[config.mk]
export PLATFORM = sky130hd
export DESIGN_NAME = shift_sched
export DESIGN_NICKNAME = d
export VERILOG_FILES = /design/src/rtl/shift_sched.sv
export SDC_FILE = /design/constraint.sdc
export NUM_CORES = 1
export LEC_CHECK = 0
export BUFFER_PORTS_ARGS = -buffer_cell sky130_fd_sc_hd__buf_2
export CORE_MARGIN = 3
export CORE_UTILIZATION = 46
export DETAILED_ROUTE_END_ITERATION = 7
export MAX_ROUTING_LAYER = met4
export PLACE_DENSITY = 0.85
export SYNTH_ARGS = -nofsm -noshare
export SYNTH_HDL_FRONTEND = slang
export SYNTH_SLANG_ARGS = --single-unit
export TNS_END_PERCENT = 10
[constraint.sdc]
create_clock -name clk -period 2.9 [get_ports clk]
set_input_delay 0.29 -clock clk [delete_from_list [all_inputs] [get_ports clk]]
set_output_delay 0.29 -clock clk [all_outputs]
set_load 0.05 [all_outputs]
[src/rtl/shift_sched.sv]
// Two-port round-robin sequencer for the shared 8-bit barrel shifter.
// Accepts one job at a time, runs it through the external shifter and holds the result until taken.
module shift_sched #(
    parameter bit FIRST_PRIO = 1'b0
) (
    input  logic       clk,
    input  logic       rst,
    input  logic       req0_valid,
    output logic       req0_ready,
    input  logic [7:0] req0_data,
    input  logic [2:0] req0_num,
    input  logic [1:0] req0_ctl,
    output logic       rsp0_valid,
    input  logic       rsp0_ready,
    output logic [7:0] rsp0_data,
    input  logic       req1_valid,
    output logic       req1_ready,
    input  logic [7:0] req1_data,
    input  logic [2:0] req1_num,
    input  logic [1:0] req1_ctl,
    output logic       rsp1_valid,
    input  logic       rsp1_ready,
    output logic [7:0] rsp1_data,
    output logic [7:0] sh_in,
    output logic [2:0] sh_num,
    output logic [1:0] sh_ctl,
    input  logic [7:0] sh_out,
    output logic       busy
);

    typedef enum logic [1:0] {
        ST_IDLE = 2'd0,
        ST_EXEC = 2'd1,
        ST_RESP = 2'd2
    } state_t;

    state_t     r_state;
    state_t     w_next_state;
    logic       r_pri;
    logic       r_gid;
    logic [7:0] r_data;
    logic [2:0] r_num;
    logic [1:0] r_ctl;
    logic [7:0] r_res;

    logic       w_grant0;
    logic       w_grant1;
    logic       w_fire;
    logic       w_sel;
    logic       w_rsp_valid;
    logic       w_done;

    // Arbitration: a lone requester always wins, a tie goes to the priority port.
    assign w_grant0 = req0_valid & (~req1_valid | ~r_pri);
    assign w_grant1 = req1_valid & (~req0_valid |  r_pri);
    assign w_sel    = w_grant1;

    // Next-state and handshake decode.
    always_comb begin
        w_next_state = r_state;
        req0_ready   = 1'b0;
        req1_ready   = 1'b0;
        w_fire       = 1'b0;
        w_rsp_valid  = 1'b0;
        w_done       = 1'b0;
        case (r_state)
            ST_IDLE: begin
                req0_ready = w_grant0 & ~rst;
                req1_ready = w_grant1 & ~rst;
                if (w_grant0 | w_grant1) begin
                    w_fire       = 1'b1;
                    w_next_state = ST_EXEC;
                end else begin
                    w_next_state = ST_IDLE;
                end
            end
            ST_EXEC: begin
                w_next_state = ST_RESP;
            end
            ST_RESP: begin
                w_rsp_valid = ~rst;
                if (r_gid ? rsp1_ready : rsp0_ready) begin
                    w_done       = 1'b1;
                    w_next_state = ST_IDLE;
                end else begin
                    w_next_state = ST_RESP;
                end
            end
            default: begin
                w_next_state = ST_IDLE;
            end
        endcase
    end

    // State, operand, result and priority registers.
    always_ff @(posedge clk) begin
        if (rst) begin
            r_state <= ST_IDLE;
            r_pri   <= FIRST_PRIO;
            r_gid   <= 1'b0;
            r_data  <= 8'd0;
            r_num   <= 3'd0;
            r_ctl   <= 2'd0;
            r_res   <= 8'd0;
        end else begin
            r_state <= w_next_state;
            if (w_fire) begin
                r_gid  <= w_sel;
                r_data <= w_sel ? req1_data : req0_data;
                r_num  <= w_sel ? req1_num  : req0_num;
                r_ctl  <= w_sel ? req1_ctl  : req0_ctl;
            end
            if (r_state == ST_EXEC) begin
                r_res <= sh_out;
            end
            if (w_done) begin
                r_pri <= ~r_gid;
            end
        end
    end

    // The shifter is always fed from the operand registers so its inputs never glitch.
    assign sh_in      = r_data;
    assign sh_num     = r_num;
    assign sh_ctl     = r_ctl;
    assign rsp0_valid = w_rsp_valid & ~r_gid;
    assign rsp1_valid = w_rsp_valid &  r_gid;
    assign rsp0_data  = r_res;
    assign rsp1_data  = r_res;
    assign busy       = (r_state != ST_IDLE);

endmodule

Word level (Yosys, flattened, before mapping)
Cells that the tools add are included.

Word-level logic and storage cells: 39. Flip-flop bits (word level): 25. Output and inout port bits: 34.

Muxes and demuxes: 14. Reduce and logical (&&, ||, !) cells: 2. Eq/ne operators: 2. Bitwise operators: 14.

Operator list (count): 2-to-1 mux 1 bit (9); 2-to-1 mux 8 bit (1); AND 1 bit (6); case mux 2 bit (3 select lines) (1); NOT 1 bit (5); 2-to-1 mux 2 bit (2); 2-to-1 mux 3 bit (1); bitwise OR 1 bit (3); equality test 2 x 1 -> 1 bit, second input constant (1); equality test 2 bit, second input constant (1); zero test 2 bit (1); nonzero test 2 bit (1).

Logic depth before layout (Yosys ltp)
Gate-level depths: netlist of run 1.

Depth after elaboration: 6. Gate-level depth with buffers: 5.

Worst setup path after synthesis of run 1
No wires, ideal clock.

Path type: register to output. From: register r_state[0]. To: output port req0_ready. Path buffers: 0. Arrival time: 3.075 ns. Cell stages (with the launch flop): 4. Path slack: -0.465 ns. Path through: dfxtp_1 nor2_4 inv_2 a2111oi_0.

Word-level cells in the longest chain between the ends: 2.

RTL lines: start, declared (RTL line 37) `state_t r_state;`; start signal, assigned (RTL line 106) `r_state <= w_next_state;`; zero test 2 bit (RTL line 66) `case (r_state)`; 2-to-1 mux 1 bit (RTL line 66); end, declared (RTL line 9) `output logic req0_ready,`.

No other way between the ends.

Worst setup path in the final report of run 1
Same ends and word-level chain as after synthesis.

==> reports/results.ini, run 1 <==
[sta]
post-route-period-util_pct=70.36
setup-tns-final_ps=0
timing.final.ws_setup_ps=859.5
setup_viol=0
worst_pin_slew_ps=521.4
final_hold_viol_count=0
slew_headroom_pct=65.17
rsz0062_at_grt=false
max_freq_mhz=490.1
drv_slew=0
skew_ps=3.299
fin_crit_ps=2041

[route]
wl_um=3152
ant_nets=0
drt_first_pass_iters=4
drc=0
vias_per_cell=5.449
drt-initial-drc-count=34
wl_per_cell_um=13.36
vias=1286

[yosys]
synthAdderAreaFrac_pct=0
yosysSeqAreaShare_pct=40.86
syn_area_um2=1225
yosys_warnings=0
synthesis.nets=190
synthCells=150
synth_seq_cells=25
synthMuxAreaShare_pct=0
synth-xor-area-share_pct=0
synthesis.area_per_instance_um2=8.166
ys_types=24
synth_simple_gate_area_share_pct=19.10
synth_top_family_by_area=compound AO/OA/AOI/OAI gates
synth_compound_area_share_pct=28.09

[power]
total_leakage_power_nw=0.6986
clockPowerShare_pct=17.3
seq_power_share_pct=45.2
power_switching_uw=367.3
combPwrFrac_pct=37.6
cell_internal_pwr_uw=519.8
ir_worst_vdd_mv=0.3488
switching_share_pct=41.40
power.density_nw_per_um2=582.1
power_uw=887.1

[finish]
antennaDiodeCount=0
final_layout_size_suffix_gt1_share_pct=39.81
syn2layout_area_growth_pct=24.41
fin_area_um2=1524
layout.nets=247

[critical_path]
endpoint_kind=output pin
r2r-start=r_state[0]$_SDFF_PP0_
critical_path_required_ps=2610
cp_max_fo=15
rr_worst_depth=4
r2r-end=sh_in[6]$_SDFFE_PP0P_
cp_top_family=buffers and inverters
r2r_slack_ps=1390
arrival_ps=1750
cp-start-kind=register
critical-path-max-stage-delay_ps=380
cp_slowest_cell=dfxtp_1
cp_num_buf_inv=2
cp.depth=4
crit_chain=nor2_4 > inv_2 > a2111oi_1 > buf_2
path_class=reg2out

[global_routing]
grt_pass1_vias=1224
grt.total_usage_pct=19.61
antenna_found_initial=0
grt-ovfl-total=0
grt_max_degree=30
grt_pass1_wl_um=5071

[floorplan]
num_io_pins=74
start_util_pct=49.00
fp.dieArea_um2=3318
rows=18
die_w_um=57.61
fp.dieH_um=57.61
core-area_um2=2500

[place]
post-place-ws_ps=1233
placed_area_um2=1498
routabilityCongestion=0.8262
io_buffers=73
hpwlAfterDp_um=2374

[outcome]
status=finished clean

[clock_tree]
clkLatencyLatePin_ps=310
cts_setup_buffers=0
clockRootBuffer=clkbuf_4
cts_max_level=1
cts_buffers=3
ctsResizeCount=0
cts_tree=done
ctsHoldBuffers=0
clkTransAtPathRegs_ps=130
clock_sinks=25
clock_path_buffers=2

[min_path]
hold_path_class=in2reg
worstHoldPathCells=3
worstHoldEndpoint=rsp0_data[0]$_SDFFE_PP0N_
hp-start=sh_out[0]

[run]
cap_violations=0

## sequential cells by signal (all words and copies together) (netlist names)
register	count
rsp0_data	8
sh_ctl	2
r_pri	1
r_state	2
r_gid	1
sh_num	3
sh_in	8
## routing by layer
layer  global-route usage (%)  vias to the layer above  wire length, µm
li1                         -                      641                -
met1                    23.29                      582             1320
met2                    33.71                       57             1535
met3                    2.941                        6              250
met4                    6.291                        0               45
met5                        -                        -                0
## metrics by stage
step           hold WS (ps)  std cells  util (%)
2_1_floorplan         426.0        150         -
5_1_grt               198.3        236     60.96
6_report              195.6        236     60.96
4_1_cts               198.2        236     60.96
3_3_place_gp          452.1        232     59.91
3_5_place_dp          457.7        232     59.91
## layout by cell type (no fill, tap or decap)
master     netlist  routed
a2111oi_1        0       1
a2111oi_2        1       1
a21oi_1         24      24
a21oi_4          1       1
a311oi_1        13      13
and2b_1          1       1
buf_2            6      73
clkbuf_1         3       1
clkbuf_4         0       3
dfxtp_1         25      25
inv_1            2       2
inv_2            2       2
nand2_1         17      17
nand2b_1         3       3
nand3_1         15      15
nor2_1           1       1
nor2_4           1       1
nor2b_1          3       3
nor3_1           1       1
nor3b_1          1       1
nor4_1           1       1
o21ai_0         14      14
or2_4            1       1
or2b_1           1       1
## logic make-up after synthesis
kind of cell | count (synthesis)
AO/OA/AOI/OAI | 54
AND/OR/NAND/NOR | 46
buffers and inverters | 25
flip-flops | 25
## layout make-up
type / count / area (µm²)
fillers: 261 / 975.9
multi-input cells: 100 / 579.3
flip-flops and latches: 25 / 500.5
repair buffers: 73 / 365.4
well taps: 30 / 37.54
clock buffers: 4 / 26.28
inverters: 4 / 15.01
## Yosys cell counts
| master | n | share of area, % |
|---|---|---|
| a311oi_1 | 13 | 9.3 |
| o21ai_0 | 14 | 5.7 |
| a21oi_1 | 24 | 9.8 |
| a2111oi_2 | 1 | 1.2 |
| nand3_1 | 15 | 6.1 |
| a21oi_4 | 1 | 1.3 |
| and2b_1 | 1 | 0.61 |
| nand2_1 | 17 | 5.2 |
| nor3_1 | 1 | 0.41 |
| buf_2 | 6 | 2.5 |
| or2_4 | 1 | 0.72 |
| or2b_1 | 1 | 0.61 |
| a2111oi_0 | 1 | 0.72 |
| buf_4 | 12 | 7.4 |
| inv_1 | 2 | 0.61 |
| nor3b_1 | 1 | 0.61 |
| clkbuf_1 | 3 | 0.92 |
| nand2b_1 | 3 | 1.5 |
| nor2_1 | 1 | 0.31 |
| inv_2 | 2 | 0.61 |
| nor4_1 | 1 | 0.51 |
| nor2b_1 | 3 | 1.5 |
| dfxtp_1 | 25 | 41 |
| nor2_4 | 1 | 0.92 |
## worst register-to-register path, delay by kind of cell, from the launching register on
kind / cells / cell delay (ps)
buf+inv: 1 / 130
compound gates: 2 / 530
simple gates: 1 / 330
flops: 1 / 380
## power groups by stage
stage	combinational [mW]	sequential, mW	clock [mW]
final	0.333	0.401	0.153
after global routing	0.355	0.405	0.170
after CTS	0.334	0.400	0.155
after detailed placement	0.334	0.407	0
after global placement	0.330	0.408	0
after floorplan	0.162	0.511	0
## worst max path at each step
stage | start | end | slack, ps
after floorplan | r_state[0]$_SDFF_PP0_ | req0_ready | 210
after global placement | r_state[0]$_SDFF_PP0_ | req0_ready | 1250
after detailed placement | r_state[0]$_SDFF_PP0_ | req0_ready | 1230
after CTS | r_state[0]$_SDFF_PP0_ | req0_ready | 860
after global routing | r_state[0]$_SDFF_PP0_ | req0_ready | 760
final | r_state[0]$_SDFF_PP0_ | req0_ready | 860
Power figures use the tool's default switching activity.
==> run 2: changes to the inputs <==
--- a/config.mk
+++ b/config.mk
@@ -7,10 +7,10 @@
 export LEC_CHECK = 0
 export BUFFER_PORTS_ARGS = -buffer_cell sky130_fd_sc_hd__buf_2
 export CORE_MARGIN = 3
-export CORE_UTILIZATION = 46
+export CORE_UTILIZATION = 38
 export DETAILED_ROUTE_END_ITERATION = 7
 export MAX_ROUTING_LAYER = met4
-export PLACE_DENSITY = 0.85
+export PLACE_DENSITY = 0.75
 export SYNTH_ARGS = -nofsm -noshare
 export SYNTH_HDL_FRONTEND = slang
 export SYNTH_SLANG_ARGS = --single-unit
==> constraint.sdc (replaced) <==
create_clock -name clk -period 1.72 [get_ports clk]
set_input_delay 0.172 -clock clk [delete_from_list [all_inputs] [get_ports clk]]
set_output_delay 0.172 -clock clk [all_outputs]
set_load 0.05 [all_outputs]
==> reports/results.ini, run 2 (synthesis results as in run 1) <==
[critical_path]
path_class=reg2out
r2r-end=sh_in[3]$_SDFFE_PP0P_
cp-start-kind=register
endpoint_kind=output pin
arrival_ps=1420  ; -330 ps
critical_path_required_ps=1550  ; -1060 ps
r2r-start=r_pri$_SDFFE_PP0P_
r2r_slack_ps=390  ; -1000 ps
cp_max_fo=14  ; -1
rr_worst_depth=3  ; -1

[clock_tree]
cts_buffers=3  ; unchanged
ctsResizeCount=2  ; +2
cts_setup_buffers=0  ; unchanged
clkLatencyLatePin_ps=310  ; about the same
clockRootBuffer=clkbuf_4
cts_tree=done
clock_sinks=25  ; unchanged
clock_path_buffers=2  ; unchanged
ctsHoldBuffers=0  ; unchanged
cts_max_level=1  ; unchanged
clkTransAtPathRegs_ps=130  ; about the same

[floorplan]
rows=19  ; +1
die_w_um=62.78  ; +9.0%
start_util_pct=42.23  ; -6.8 points
fp.dieArea_um2=3941  ; +19%
core-area_um2=2900  ; +16%
fp.dieH_um=62.78  ; +9.0%
num_io_pins=74  ; unchanged

[global_routing]
grt_max_degree=30  ; unchanged
grt.total_usage_pct=16.58  ; -3.0 points
grt_pass1_wl_um=5347  ; +5.4%
antenna_found_initial=0  ; unchanged
grt_pass1_vias=1199  ; -2.0%
grt-ovfl-total=0  ; unchanged

[finish]
instances_no_fill=250  ; +5.9%
final_layout_size_suffix_gt1_share_pct=42.31  ; +2.5 points
antennaDiodeCount=0  ; unchanged
layout_commonest_cell=buf_2
syn2layout_area_growth_pct=29.21
layout.nets=249  ; +0.81%
final_cell_mix=72 x buf_2, 24 x a21oi_1, 24 x dfxtp_1

[place]
placedCellCount=246  ; +6.0%
io_buffers=73  ; unchanged
hpwlAfterDp_um=2381  ; +0.29%
routabilityCongestion=0.7093  ; -14%

[run]
cap_violations=0  ; unchanged

[sta]
max_freq_mhz=628.5
drv_slew=0  ; unchanged
fin_crit_ps=1591
hold_ws_ps=82.87  ; -112.7 ps
post-route-period-util_pct=92.51
skew_ps=1.769  ; -1.531 ps
rsz0062_at_grt=false
slew_headroom_pct=62.03  ; -3.1 points
setup_viol=0  ; unchanged
worst_pin_slew_ps=569.6  ; +48.17 ps
final_hold_viol_count=0  ; unchanged

[route]
vias_per_cell=5.156  ; -5.4%
ant_nets=0  ; unchanged
drt-initial-drc-count=64  ; +88%
drt_first_pass_iters=4  ; unchanged
wl_um=3283  ; +4.2%
wl_per_cell_um=13.13  ; -1.7%
drc=0  ; unchanged
vias=1289  ; +0.23%

[min_path]
hp-start=sh_out[2]
worstHoldPathCells=3  ; unchanged
worstHoldEndpoint=rsp0_data[2]$_SDFFE_PP0N_
hold_path_class=in2reg

[outcome]
status=finished clean

[power]
ir_worst_vdd_mv=0.4579  ; +31%
power.density_nw_per_um2=955.1  ; +64%
total_leakage_power_nw=0.7110  ; +1.8%

[run 2: how the worst max path moves through the flow]
| stage | startpoint | end | slack, ps |
|---|---|---|---|
| final | r_pri$_SDFFE_PP0P_ | req1_ready | 130 |
| after global routing | r_pri$_SDFFE_PP0P_ | req1_ready | 30 |
| after CTS | r_pri$_SDFFE_PP0P_ | req1_ready | 40 |
| after detailed placement | r_pri$_SDFFE_PP0P_ | req1_ready | 320 |
| after global placement | r_pri$_SDFFE_PP0P_ | req1_ready | 360 |
| after floorplan | r_state[0]$_SDFF_PP0_ | rsp1_valid | -130 |
[run 2: critical path, stage by stage, from the launching register on]
cell and delay [ps]:
dfxtp_2 400, and2b_2 320, nor4_2 160, buf_4 240
[run 2: where the power goes]
part | total, mW | internal, mW | switching, mW
Combinational | 0.580 | 0.158 | 0.423
Sequential | 0.675 | 0.638 | 0.0377
Clock | 0.256 | 0.0904 | 0.166
Total | 1.51 | 0.886 | 0.626
[run 2: final cells by class]
type | instances | area (µm²)
sequential | 25 | 501.7
tap | 42 | 52.55
clock buffer | 4 | 26.28
fill | 311 | 1318
inverter | 4 | 15.01
timing repair buffer | 75 | 382.9
multi-input combinational | 100 | 604.3
[run 2: metal layers]
metal,wire [µm],part of all wire (%),GRT usage (%)
met5,0,0,-
met4,14,0.43,4.132
met3,252,7.7,2.698
met2,1547,47,28.50
met1,1469,45,20.20
[run 2: through the flow]
stage | power (mW) | worst slack (ps) | cell area, µm² | utilization (%) | TNS [ps]
finish | 1.512 | 128.9 | 1583 | 54.57 | 0
global route | 1.591 | 26.86 | 1583 | 54.57 | 0
CTS | 1.528 | 36.49 | 1582 | 54.53 | 0
detailed placement | 1.268 | 323.1 | 1551 | 53.49 | 0
global placement | 1.262 | 359.2 | 1551 | 53.49 | 0
floorplan | 1.142 | -125.8 | 1250 | - | -221.9
==> run 3: changes to the inputs <==
--- a/config.mk
+++ b/config.mk
@@ -5,9 +5,10 @@
 export SDC_FILE = /design/constraint.sdc
 export NUM_CORES = 1
 export LEC_CHECK = 0
+export ABC_AREA = 1
 export BUFFER_PORTS_ARGS = -buffer_cell sky130_fd_sc_hd__buf_2
 export CORE_MARGIN = 3
-export CORE_UTILIZATION = 38
+export CORE_UTILIZATION = 39
 export DETAILED_ROUTE_END_ITERATION = 7
 export MAX_ROUTING_LAYER = met4
 export PLACE_DENSITY = 0.75
==> reports/results.ini, run 3 <==
[power]
power_switching_uw=745.3  ; +19%
seq_power_share_pct=41.0  ; -3.7 points
ir_worst_vdd_mv=0.5960  ; +30%
power_mw=1.667  ; +10%
switching_share_pct=44.71  ; +3.3 points
total_leakage_power_nw=1.035  ; +46%
power.density_nw_per_um2=977.5  ; +2.4%
combPwrFrac_pct=42.6  ; +4.2 points
clockPowerShare_pct=16.3  ; -0.6 points
cell_internal_pwr_uw=921.8  ; +4.1%

[clock_tree]
clkTransAtPathRegs_ps=140  ; about the same
cts_max_level=1  ; unchanged
cts_buffers=3  ; unchanged
clock_sinks=25  ; unchanged
ctsHoldBuffers=0  ; unchanged
cts_tree=done
ctsResizeCount=0  ; -2
cts_setup_buffers=0  ; unchanged
clock_path_buffers=2  ; unchanged
clockRootBuffer=clkbuf_4
clkLatencyLatePin_ps=330  ; +20 ps

[route]
wl_um=3113  ; -5.2%
ant_nets=0  ; unchanged
drc=0  ; unchanged
drt_first_pass_iters=6  ; +2
vias_per_cell=4.120  ; -20%
wl_per_cell_um=9.549  ; -27%
drt-initial-drc-count=82  ; +28%
vias=1343  ; +4.2%

[run]
cap_violations=0  ; unchanged

[critical_path]
cp-start-kind=register
crit_start=r_pri$_SDFFE_PP0P_
endpoint_kind=output pin
r2r_slack_ps=540  ; +150 ps
cp_max_fo=10  ; -4
path_class=reg2out
critical_path_required_ps=1550  ; about the same
r2r-start=r_state[0]$_SDFF_PP0_
arrival_ps=1380  ; -40 ps

[sta]
skew_ps=1.095  ; -0.6739 ps
fin_crit_ps=1556  ; -34.65 ps
rsz0062_at_grt=false
setup_viol=0  ; unchanged
slew_headroom_pct=61.76  ; -0.27 points
worst_pin_slew_ps=573.6  ; +3.967 ps
drv_slew=0  ; unchanged
post-route-period-util_pct=90.49  ; -2.0 points
final_hold_viol_count=0  ; unchanged
timing.final.ws_setup_ps=163.5  ; +34.64 ps
max_freq_mhz=642.5  ; +2.2%
setup-tns-final_ps=0  ; unchanged

[finish]
instances_no_fill=326  ; +30%
nFillCells=354  ; +14%
layout.nets=323  ; +30%
fin_area_um2=1705  ; +7.7%
final_cell_mix=73 x buf_2, 62 x nor2_1, 49 x nand2_1
final_layout_size_suffix_gt1_share_pct=31.56  ; -11 points
syn2layout_area_growth_pct=28.34
layout_commonest_cell=buf_2
antennaDiodeCount=0  ; unchanged

[place]
post-place-ws_ps=415.1  ; +91.93 ps
hpwlAfterDp_um=2370  ; -0.47%
io_buffers=73  ; unchanged
placedCellCount=322  ; +31%
placed_area_um2=1673  ; +7.8%
routabilityCongestion=0.7756  ; +9.3%

[floorplan]
die_w_um=64.37  ; +2.5%
fp.dieH_um=64.37  ; +2.5%
num_io_pins=74  ; unchanged
core-area_um2=3153  ; +8.7%
start_util_pct=42.14  ; -0.092 points
fp.dieArea_um2=4144  ; +5.1%
rows=20  ; +1

[yosys]
synth_edf_count=0  ; unchanged
synth_ff_type=dfxtp_1
synth.largest_area_cell=dfxtp_1
synthesis.nets=257  ; +35%
synth.area.top_cells=dfxtp_1 38%, nor2_1 18%, nand2_1 14%
synthesis.area_per_instance_um2=6.123  ; -25%
synthCells=217  ; +45%
ys_types=18  ; -25%
yosysTopAreaCellShare_pct=37.66  ; -3.2 points
syn_area_um2=1329  ; +8.5%
synth_seq_cells=25  ; unchanged
yosys_warnings=0  ; unchanged
async_flop_share_pct=0  ; unchanged
yosysSeqAreaShare_pct=37.66  ; -3.2 points
yosysMostFrequentCell=nor2_1
ys_top_cells_by_count=62 x nor2_1, 50 x nand2_1, 32 x inv_1, 25 x dfxtp_1, 13 x nand3_1

[min_path]
hold_path_class=in2reg
hp-start=sh_out[7]

[global_routing]
grt.total_usage_pct=16.13  ; -0.45 points
grt_pass1_wl_um=5244  ; -1.9%
grt_max_degree=24  ; -20%
grt-ovfl-total=0  ; unchanged
grt_pass1_vias=1186  ; -1.1%
antenna_found_initial=0  ; unchanged

[outcome]
status=finished clean

-- run 3: worst paths after layout --
| check | endpoint | depth (start not counted) |
|---|---|---|
| hold reg to reg | r_pri$_SDFFE_PP0P_ | 2 |
| setup / recovery | req0_ready | 6 |
| hold / removal | rsp0_data[7]$_SDFFE_PP0N_ | 3 |
| setup reg to reg | rsp0_data[6]$_SDFFE_PP0N_ | 5 |
-- run 3: final cells by class --
class	count	area (µm²)	area share, %
inverters	34	127.6	7.483
clock inverters	1	7.507	0.4402
well taps	44	55.05	3.228
flip-flops and latches	25	500.5	29.35
multi-input cells	143	604.3	35.44
repair buffers	76	387.9	22.74
clock buffers	3	22.52	1.321
-- run 3: kinds of logic (layout without fill, tap and decap cells) --
kind of cell | after synthesis | after routing | share of synthesized area, %
buffers and inverters | 49 | 114 | 17.42
and+or+nand+nor | 131 | 131 | 40.02
DFF | 25 | 25 | 37.66
AOI/OAI and AO/OA | 12 | 12 | 4.896
-- run 3: per-stage QoR --
| stage | utilization (%) | hold WS [ps] |
|---|---|---|
| floorplan | - | 244.4 |
| global placement | 53.06 | 393.3 |
| detailed placement | 53.06 | 400.6 |
| CTS | 54.01 | 37.02 |
| global route | 54.09 | 52.91 |
| finish | 54.09 | 53.94 |
-- run 3: per-layer routing --
layer  wire, µm  up-vias  global-route usage (%)  share of wire [%]
met1       1382      542                   19.04                 44
met3        195        4                   3.866                6.3
met4         25        0                   3.166               0.80
met2       1510       37                   27.96                 49
li1           -      760                       -                  -
met5          0        -                       -                  0
-- run 3: power groups by stage --
stage	sequential [mW]	clock (mW)	combinational, mW
after floorplan	0.907	0	0.363
after global placement	0.696	0	0.712
after detailed placement	0.697	0	0.716
after CTS	0.685	0.290	0.718
after global routing	0.697	0.312	0.772
final	0.684	0.272	0.711
-- run 3: critical path: stages, from the launching register on --
cell and delay [ps]:
dfxtp_1 330, inv_1 60, nand2_1 60, nand2_2 170, nand2_2 90, nor2_1 80, buf_2 260
